[src/rtl/bus_divider_slave_if.sv]
// Bus port bundle between the CDC stage (master) and the divider slave.
// bus_address is nonzero for exactly one cycle per access; module_busy falls when the access completes.
interface bus_divider_slave_if #(
    parameter int AddressWidth = 32,
    parameter int DataWidth    = 32
);
    logic [AddressWidth-1:0] bus_address;
    logic                    bus_we;
    logic [DataWidth-1:0]    bus_data_w;
    logic [DataWidth-1:0]    bus_data_r;
    logic                    module_busy;

    modport master (
        output bus_address, bus_we, bus_data_w,
        input  bus_data_r, module_busy
    );

    modport slave (
        input  bus_address, bus_we, bus_data_w,
        output bus_data_r, module_busy
    );
endinterface

[src/rtl/bus_divider_slave.sv]
// Memory-mapped restoring divider, one quotient bit per cycle, busy-pulse completion signalling.
// Optional signed start at offset 5 is enabled by defining BUS_DIVIDER_SIGNED_EN.
module bus_divider_slave #(
    parameter int                      AddressWidth = 32,
    parameter int                      DataWidth    = 32,
    parameter logic [AddressWidth-1:0] BaseAddress  = AddressWidth'(32'h0000_9000)
) (
    input  logic                clk_i,
    input  logic                reset_n_i,
    bus_divider_slave_if.slave  bus,
    output logic [1:0]          dbg_state_o
);
    localparam int N  = DataWidth;
    localparam int CW = $clog2(N);

    typedef enum logic [1:0] {
        S_IDLE = 2'd0,
        S_ACK  = 2'd1,
        S_DIV  = 2'd2,
        S_FIX  = 2'd3
    } state_e;

    state_e          state_q;
    logic            busy_q;
    logic [N-1:0]    rdata_q;
    logic [N-1:0]    dividend_q;
    logic [N-1:0]    divisor_q;
    logic [N-1:0]    quotient_q;
    logic [N-1:0]    remainder_q;
    logic            done_q;
    logic            dbz_q;
    logic            signed_q;
    logic            zero_q;
    logic [N-1:0]    rem_q;
    logic [N-1:0]    dvd_q;
    logic [N-1:0]    dsr_q;
    logic [CW-1:0]   cnt_q;
    logic            qneg_q;
    logic            rneg_q;

    logic [AddressWidth-1:0] offset;
    logic                    hit;
    logic [2:0]              sel;
    logic [N-1:0]            rd_mux;
    logic                    start_w;
    logic                    start_signed_w;
    logic                    qneg_w;
    logic                    rneg_w;
    logic [N-1:0]            op_dvd_w;
    logic [N-1:0]            op_dsr_w;
    logic [N:0]              trial_d;
    logic [N:0]              diff_d;
    logic                    take_d;

    assign offset = bus.bus_address - BaseAddress;
    assign hit    = (bus.bus_address >= BaseAddress) && (offset <= AddressWidth'(5));
    assign sel    = offset[2:0];

`ifdef BUS_DIVIDER_SIGNED_EN
    // Signed divides run on magnitudes; the result signs are restored in FIX.
    assign start_signed_w = bus.bus_we && (sel == 3'd5);
    assign rneg_w         = start_signed_w && dividend_q[N-1];
    assign qneg_w         = start_signed_w && (dividend_q[N-1] ^ bus.bus_data_w[N-1]);
    assign op_dvd_w       = rneg_w ? -dividend_q : dividend_q;
    assign op_dsr_w       = (start_signed_w && bus.bus_data_w[N-1]) ? -bus.bus_data_w
                                                                    : bus.bus_data_w;
`else
    assign start_signed_w = 1'b0;
    assign rneg_w         = 1'b0;
    assign qneg_w         = 1'b0;
    assign op_dvd_w       = dividend_q;
    assign op_dsr_w       = bus.bus_data_w;
`endif

    assign start_w = bus.bus_we && ((sel == 3'd1) || start_signed_w);

    always_comb begin
        rd_mux = '0;
        case (sel)
            3'd0:    rd_mux = dividend_q;
            3'd1:    rd_mux = divisor_q;
            3'd2:    rd_mux = quotient_q;
            3'd3:    rd_mux = remainder_q;
            3'd4:    rd_mux = {{(N-3){1'b0}}, signed_q, dbz_q, done_q};
            default: rd_mux = '0;
        endcase
    end

    // The remainder stays below the divisor, so bit N of the difference is a pure borrow flag.
    assign trial_d = {rem_q, dvd_q[N-1]};
    assign diff_d  = trial_d - {1'b0, dsr_q};
    assign take_d  = ~diff_d[N];

    always_ff @(posedge clk_i) begin
        if (!reset_n_i) begin
            state_q     <= S_IDLE;
            busy_q      <= 1'b0;
            rdata_q     <= '0;
            dividend_q  <= '0;
            divisor_q   <= '0;
            quotient_q  <= '0;
            remainder_q <= '0;
            done_q      <= 1'b0;
            dbz_q       <= 1'b0;
            signed_q    <= 1'b0;
            zero_q      <= 1'b0;
            rem_q       <= '0;
            dvd_q       <= '0;
            dsr_q       <= '0;
            cnt_q       <= '0;
            qneg_q      <= 1'b0;
            rneg_q      <= 1'b0;
        end else begin
            case (state_q)
                S_IDLE: begin
                    if (hit) begin
                        busy_q  <= 1'b1;
                        state_q <= S_ACK;
                        if (!bus.bus_we) begin
                            rdata_q <= rd_mux;
                        end else begin
                            rdata_q <= '0;
                            if (sel == 3'd0) begin
                                dividend_q <= bus.bus_data_w;
                            end
                            if (start_w) begin
                                divisor_q <= bus.bus_data_w;
                                done_q    <= 1'b0;
                                signed_q  <= start_signed_w;
                                if (bus.bus_data_w == '0) begin
                                    zero_q <= 1'b1;
                                end else begin
                                    state_q <= S_DIV;
                                    rem_q   <= '0;
                                    dvd_q   <= op_dvd_w;
                                    dsr_q   <= op_dsr_w;
                                    cnt_q   <= '0;
                                    qneg_q  <= qneg_w;
                                    rneg_q  <= rneg_w;
                                end
                            end
                        end
                    end
                end
                S_ACK: begin
                    if (zero_q) begin
                        quotient_q  <= '1;
                        remainder_q <= dividend_q;
                        dbz_q       <= 1'b1;
                        done_q      <= 1'b1;
                        zero_q      <= 1'b0;
                    end
                    busy_q  <= 1'b0;
                    state_q <= S_IDLE;
                end
                S_DIV: begin
                    rem_q <= take_d ? diff_d[N-1:0] : trial_d[N-1:0];
                    dvd_q <= {dvd_q[N-2:0], take_d};
                    cnt_q <= cnt_q + 1'b1;
                    if (cnt_q == CW'(N-1)) begin
                        state_q <= S_FIX;
                    end
                end
                S_FIX: begin
                    quotient_q  <= qneg_q ? -dvd_q : dvd_q;
                    remainder_q <= rneg_q ? -rem_q : rem_q;
                    done_q      <= 1'b1;
                    dbz_q       <= 1'b0;
                    busy_q      <= 1'b0;
                    state_q     <= S_IDLE;
                end
                default: begin
                    busy_q  <= 1'b0;
                    state_q <= S_IDLE;
                end
            endcase
        end
    end

    assign bus.bus_data_r  = rdata_q;
    assign bus.module_busy = busy_q;
    assign dbg_state_o     = state_q;
endmodule
[src/flat_wrapper.sv]
// flat-port wrapper written by rule: the top's interface ports become plain ports
module bus_divider_slave_flat 
#(
    parameter int                      AddressWidth = 32,
    parameter int                      DataWidth    = 32,
    parameter logic [AddressWidth-1:0] BaseAddress  = AddressWidth'(32'h0000_9000)
)
  (clk_i, reset_n_i, dbg_state_o, bus_bus_address, bus_bus_we, bus_bus_data_w, bus_bus_data_r, bus_module_busy);
  bus_divider_slave_if #(.AddressWidth(AddressWidth), .DataWidth(DataWidth)) bus_i ();
  input  logic clk_i;
  input  logic reset_n_i;
  output logic [1:0] dbg_state_o;
  input wire logic [$bits(bus_i.bus_address)-1:0] bus_bus_address;
  input wire logic [$bits(bus_i.bus_we)-1:0] bus_bus_we;
  input wire logic [$bits(bus_i.bus_data_w)-1:0] bus_bus_data_w;
  output wire logic [$bits(bus_i.bus_data_r)-1:0] bus_bus_data_r;
  output wire logic [$bits(bus_i.module_busy)-1:0] bus_module_busy;
  assign bus_i.bus_address = bus_bus_address;
  assign bus_i.bus_we = bus_bus_we;
  assign bus_i.bus_data_w = bus_bus_data_w;
  assign bus_bus_data_r = bus_i.bus_data_r;
  assign bus_module_busy = bus_i.module_busy;
  bus_divider_slave #(.AddressWidth(AddressWidth), .DataWidth(DataWidth), .BaseAddress(BaseAddress)) u_core (.clk_i(clk_i), .reset_n_i(reset_n_i), .bus(bus_i), .dbg_state_o(dbg_state_o));
endmodule
[config.mk]
export PLATFORM = sky130hd
export DESIGN_NAME = bus_divider_slave_flat
export DESIGN_NICKNAME = d
export VERILOG_FILES = /design/src/rtl/bus_divider_slave_if.sv /design/src/rtl/bus_divider_slave.sv /design/src/flat_wrapper.sv
export SDC_FILE = /design/constraint.sdc
export NUM_CORES = 1
export LEC_CHECK = 0
export BUFFER_PORTS_ARGS = -buffer_cell sky130_fd_sc_hd__buf_2
export CORE_MARGIN = 2
export CORE_UTILIZATION = 35
export CTS_CLUSTER_SIZE = 8
export DETAILED_ROUTE_END_ITERATION = 8
export GPL_TIMING_DRIVEN = 0
export HOLD_SLACK_MARGIN = 0.05
export SLEW_MARGIN = 40
export SYNTH_ARGS = -nofsm -noshare
export SYNTH_HDL_FRONTEND = slang
export SYNTH_SLANG_ARGS = --single-unit
[constraint.sdc]
create_clock -name clk_i -period 3.7 [get_ports clk_i]
set_input_delay 0.37 -clock clk_i [delete_from_list [all_inputs] [get_ports clk_i]]
set_output_delay 0.37 -clock clk_i [all_outputs]
set_load 0.01 [all_outputs]
# After elaboration in Yosys (flattened, before gate mapping)
# Index checks and enable logic that the tools add are counted.
dict set report classes {
  n_addsub 3
  order_cmp 2
  eq_ne 15
  mux 41
  bitwise 2
  reduce_logical 21
}
# op count
set ops {}
lappend ops {{$mux 32} 12}
lappend ops {{$pmux 32 s2} 4}
lappend ops {{$pmux 32 s5} 1}
lappend ops {{$sub 33x32->33} 1}
lappend ops {{$ge 32x16->1 const B} 1}
lappend ops {{$le 32x3->1 const B} 1}
lappend ops {{$logic_not 32->1} 1}
lappend ops {{$sub 32x16->32 const B} 1}
lappend ops {{$mux 5} 4}
lappend ops {{$reduce_and 5->1} 4}
lappend ops {{$mux 2} 5}
lappend ops {{$ne 2x1->1 const B} 5}
lappend ops {{$pmux 5 s2} 1}
lappend ops {{$mux 1} 9}
lappend ops {{$reduce_and 2->1} 4}
lappend ops {{$reduce_and 4->1} 2}
lappend ops {{$reduce_bool 2->1} 4}
lappend ops {{$eq 3x2->1 const B} 2}
lappend ops {{$pmux 1 s2} 3}
lappend ops {{$pmux 2 s3} 1}
lappend ops {{$add 5x1->5 const B} 1}
lappend ops {{$eq 5x5->1 const B} 1}
lappend ops {{$eq 2x2->1 const B} 2}
lappend ops {{$ne 2x2->1 const B} 2}
lappend ops {{other kinds (10)} 12}
dict set report word_totals {
  reg_bits 267
  input_bits 67
  elab_cells 98
}

# Depth between registers and ports, before layout
dict set report depth {
  word_depth 7
  depth_mapped 15
  depth_no_buf 13
}

# Least setup slack after synthesis
# OpenSTA, ideal clock, no wires.
dict set report synth_timing {
  kind {reg2reg}
  start {register u_core.dvd_q[31]}
  end {register u_core.rem_q[22]}
  setup_ns 0.120
  t_arrival_ns 2.848
  required_ns 3.580
  setup_slack_ns 0.733
  path_stages_with_launch 16
  path_buffers 2
  synth_period_minus_slack_ns 2.967
  cell_sequence {dfxtp_1 -> inv_1 -> ha_1 -> fa_1 -> nand2b_1 -> a21o_1 -> a31oi_2 -> a21oi_2 -> a21boi_2 -> a21oi_2 -> a2111oi_2 -> a311o_1 -> buf_6 -> buf_12 -> nor2_1 -> a211o_1}
}
dict set report synth_via {
  elab_chain_len 3
}
# item line_no
set synth_lines {}
lappend synth_lines {{from (decl)} bus_divider_slave.sv:35} ;# logic [N-1:0] dvd_q;
lappend synth_lines {{from (signal assigned)} bus_divider_slave.sv:135} ;# dvd_q <= op_dvd_w;
lappend synth_lines {{from (signal assigned)} bus_divider_slave.sv:158} ;# dvd_q <= {dvd_q[N-2:0], take_d};
lappend synth_lines {{$sub 33x32->33} bus_divider_slave.sv:91} ;# assign diff_d = trial_d - {1'b0, dsr_q};
lappend synth_lines {{$mux 32} bus_divider_slave.sv:157} ;# rem_q <= take_d ? diff_d[N-1:0] : trial_d[N-1:0];
lappend synth_lines {{$pmux 32 s2} bus_divider_slave.sv:114} ;# case (state_q)
lappend synth_lines {{to (signal assigned)} bus_divider_slave.sv:157}
lappend synth_lines {{to (decl)} bus_divider_slave.sv:34} ;# logic [N-1:0] rem_q;
# Every way passes these cells.
# A chain may end at the register's enable or synchronous reset.

# Worst setup path in the final report
# Same ends and word-level chain as after synthesis.

==> impl_metrics.json <==
{
  "synthDistinctLibCells": 66,
  "sequentialPowerShare": 0.467,
  "timing.rr.end": "u_core.rem_q[22]$_SDFFE_PN0P_",
  "synth_compound_gate_area_share": 0.261,
  "timing_hold_violations_final": 0,
  "fmax_mhz": 277,
  "period_needed_ns": 3.62,
  "grt.total_usage": 0.204,
  "p_comb_frac": 0.031,
  "synthesis.nets": 1610,
  "drt_first_pass_iters": 7,
  "grt_max_degree": 11,
  "instances_no_fill": 2124,
  "powerDensity_nw_per_um2": 404,
  "dieWidth_microns": 197,
  "syn-mean-instance-area_sq_um": 8.68,
  "postRouteAntennaNets": 0,
  "routability_congestion_estimate_from_global_placement": 0.887,
  "synth_largest_area_cell": "sky130_fd_sc_hd__dfxtp_1",
  "muxShareOfSynthArea": 0.0499,
  "clk_root_buffer_cell": "sky130_fd_sc_hd__clkbuf_16",
  "netlist_instances": 1508,
  "critical_path.max_fanout": 10,
  "detailroute.via_count": 11763,
  "worst-r2r-cell-count": 15,
  "hold_slack_ns": 0.108,
  "hold_buffers": 0,
  "tritoncts": "done",
  "synth_xor_area_frac": 0.0214,
  "worst_setup_path_end_kind": "flop",
  "critPathArrivalTime_ns": 4.04,
  "most-common-layout-cells": "283 x sky130_fd_sc_hd__nand2_1, 267 x sky130_fd_sc_hd__dfxtp_1, 112 x sky130_fd_sc_hd__buf_2",
  "seq_area_frac_synth": 0.408,
  "min_delay_worst_endpoint": "u_core.dsr_q[28]$_SDFFE_PN0P_",
  "yosys_register_bits": 267,
  "route.detailed.wl_per_inst_microns": 19.0,
  "synth_top_flop_cell": "sky130_fd_sc_hd__dfxtp_1",
  "p_leak_nw": 6.32,
  "htree_levels": 2,
  "floorplan.initialDensity": 0.357,
  "p_sw_frac": 0.222,
  "slew_headroom": 0.445,
  "tritoncts.num_buffers": 39,
  "detailedRoute.firstIterationViolations": 853,
  "timing_worst_setup_path_type": "reg -> reg",
  "final_min_period_over_clock_period": 0.977,
  "timing.rr.start": "u_core.dvd_q[31]$_SDFFE_PN0P_",
  "synth_enable_flop_cells": 0,
  "yosysWarningCount": 0,
  "rows": 70,
  "fp.dieArea_sq_um": 39000,
  "timing.max_cap.violations": 0,
  "core_area_sq_um": 36700,
  "post_synth_and_or_nand_nor_area_fraction": 0.175,
  "synth_top_family_by_area": "compound AO/OA/AOI/OAI gates",
  "path_clk_slew_ns": 0.05,
  "layout.core_utilization": 0.416,
  "mappedNetlistArea_sq_um": 13100,
  "clk_path_buf_depth": 3,
  "commonest_non_fill_non_tap_cell_in_the_layout": "sky130_fd_sc_hd__nand2_1",
  "timing.final.setup_violations": 0,
  "global_route_wire_length_before_repair_microns": 61900,
  "final_max_slew_viol_count": 0,
  "layout-drive-gt1-share": 0.126,
  "nets_final": 1756,
  "ys_top_cells_by_area": "sky130_fd_sc_hd__dfxtp_1 41%, sky130_fd_sc_hd__nand2_1 8.1%, sky130_fd_sc_hd__o211a_1 4.9%",
  "reg2reg_setup_slack_ns": 0.08,
  "port-buffer-count": 100,
  "drt-total-wl_microns": 40400,
  "power.ir.vdd_worst_v": 0.000276,
  "numClockSinks": 267,
  "total_power_mw": 6.17,
  "asr_flop_ratio_synth": 0,
  "status": "finished, final reports clean",
  "via_count_of_the_first_global_routing_pass": 11070,
  "cellInternalPower_mw": 4.80,
  "fin_tns_setup_ns": 0,
  "synthDominantCellAreaShare": 0.408,
  "type_of_the_tightest_min_delay_check": "in -> reg",
  "die_h_microns": 197,
  "worst-slew-pin-transition_ns": 0.832,
  "cp.required_ns": 4.12,
  "clock_power_share": 0.502,
  "clock_skew_ns": 0.0232,
  "worstHoldStart": "bus_bus_data_w[28]",
  "avgViaCountPerCell": 5.54,
  "crit_path_launch": "u_core.dvd_q[31]$_SDFFE_PN0P_",
  "p_switching_mw": 1.37,
  "worstSkewPairLatency_ns": 0.54,
  "synth-adder-area-share": 0.0340,
  "cell_depth_of_the_worst_min_delay_path": 3,
  "area_growth_pct": 16.6,
  "grt-ovfl-total": 0,
  "ios": 102,
  "start_kind": "flop",
  "numPlacedInstances": 2076,
  "place_hpwl_microns": 31800,
  "antenna_found_initial": 0,
  "drc": 0
}
## cell families (layout without fill, tap and decap cells)
family,after synthesis,count (layout)
compound gates,437,437
xor+xnor,32,32
fa+ha+maj,35,35
buf+inv,159,306
flops,267,267
mux,65,65
other cells,0,1
simple gates,513,513
## worst max-delay path, stage by stage, from the launching register on
cell and delay [ns]:
sky130_fd_sc_hd__dfxtp_1 0.38, sky130_fd_sc_hd__inv_1 0.13, sky130_fd_sc_hd__ha_1 0.23, sky130_fd_sc_hd__fa_1 0.42, sky130_fd_sc_hd__nand2b_1 0.19, sky130_fd_sc_hd__a21o_1 0.22
sky130_fd_sc_hd__a31oi_4 0.18, sky130_fd_sc_hd__a21oi_2 0.13, sky130_fd_sc_hd__a21boi_2 0.29, sky130_fd_sc_hd__a21oi_2 0.14, sky130_fd_sc_hd__a2111oi_2 0.33, sky130_fd_sc_hd__a311o_1 0.19
sky130_fd_sc_hd__buf_6 0.18, sky130_fd_sc_hd__buf_12 0.17, sky130_fd_sc_hd__nor2_1 0.05, sky130_fd_sc_hd__a211o_1 0.25
## final cells by class
| type | instances | area (sq um) |
|---|---|---|
| antenna | 1 | 2.50 |
| buffer | 116 | 508 |
| clock buffer | 39 | 976 |
| clock inverter | 3 | 40.0 |
| fill | 3707 | 21400 |
| inverter | 43 | 161 |
| multi-input combinational | 1082 | 7110 |
| sequential | 267 | 5350 |
| tap | 468 | 586 |
| timing repair buffer | 105 | 538 |
## worst max-delay path by stage
stage / slack [ns] / cells after the start / endpoint
CTS: 0.07 / 15 / u_core.rem_q[8]$_SDFFE_PN0P_
floorplan: 0.73 / 15 / u_core.rem_q[22]$_SDFFE_PN0P_
detailed placement: -0.18 / 11 / u_core.rem_q[2]$_SDFFE_PN0P_
global placement: -0.15 / 10 / u_core.rem_q[1]$_SDFFE_PN0P_
finish: 0.08 / 15 / u_core.rem_q[22]$_SDFFE_PN0P_
global route: -0.02 / 15 / u_core.rem_q[6]$_SDFFE_PN0P_
## power groups by stage
stage / clock [mW] / sequential (mW) / combinational [mW]
3_5_place_dp: 0 / 2.94 / 0.186
2_1_floorplan: 0 / 2.94 / 0.0863
3_3_place_gp: 0 / 2.94 / 0.184
4_1_cts: 3.14 / 2.88 / 0.187
6_report: 3.10 / 2.88 / 0.191
5_1_grt: 3.27 / 2.88 / 0.204
## flip-flops by register name (all words and copies together), names as in the netlist
| signal | count |
|---|---|
| u_core.zero_q | 1 |
| u_core.bus.bus_data_r | 32 |
| u_core.rem_q | 32 |
| u_core.remainder_q | 32 |
| u_core.dvd_q | 32 |
| u_core.dbg_state_o | 2 |
| u_core.dsr_q | 32 |
| u_core.cnt_q | 5 |
| u_core.done_q | 1 |
| u_core.quotient_q | 32 |
| u_core.dividend_q | 32 |
| u_core.divisor_q | 32 |
| u_core.bus.module_busy | 1 |
| u_core.dbz_q | 1 |
## layer usage
metal | up-vias | global-route usage | part of all wire
li1 | 5689 | - | -
met1 | 5656 | 0.274 | 0.45
met2 | 326 | 0.323 | 0.45
met3 | 92 | 0.0432 | 0.065
met4 | 0 | 0.0735 | 0.033
met5 | - | 0 | 0
## synth_stat cells, types with 32 or more instances
cell and count:
sky130_fd_sc_hd__nand2_1 283, sky130_fd_sc_hd__dfxtp_1 267, sky130_fd_sc_hd__clkbuf_1 94, sky130_fd_sc_hd__nand3_1 73, sky130_fd_sc_hd__a21boi_1 70, sky130_fd_sc_hd__a21oi_1 64, sky130_fd_sc_hd__o211a_1 64, sky130_fd_sc_hd__mux2i_1 63
sky130_fd_sc_hd__inv_1 42, sky130_fd_sc_hd__nor2b_1 42, sky130_fd_sc_hd__nor3_1 41, sky130_fd_sc_hd__ha_1 34, sky130_fd_sc_hd__a22o_1 33, sky130_fd_sc_hd__nor2_1 33, sky130_fd_sc_hd__a21boi_0 32, sky130_fd_sc_hd__o221a_2 32
## metrics by stage
stage	cell area, sq um	setup slack [ns]
2_1_floorplan	13100	0.733
3_3_place_gp	14200	-0.153
3_5_place_dp	14200	-0.177
4_1_cts	15200	0.0712
5_1_grt	15300	-0.0180
6_report	15300	0.0837
## timing repair
item / in CTS / in global routing
endpoints found under the hold margin: 0 / 0
gates resized for setup: 0 / 3
endpoints found under the setup margin: 0 / 22
buffers inserted: 0 / 5
Power figures use the tool's default switching activity.
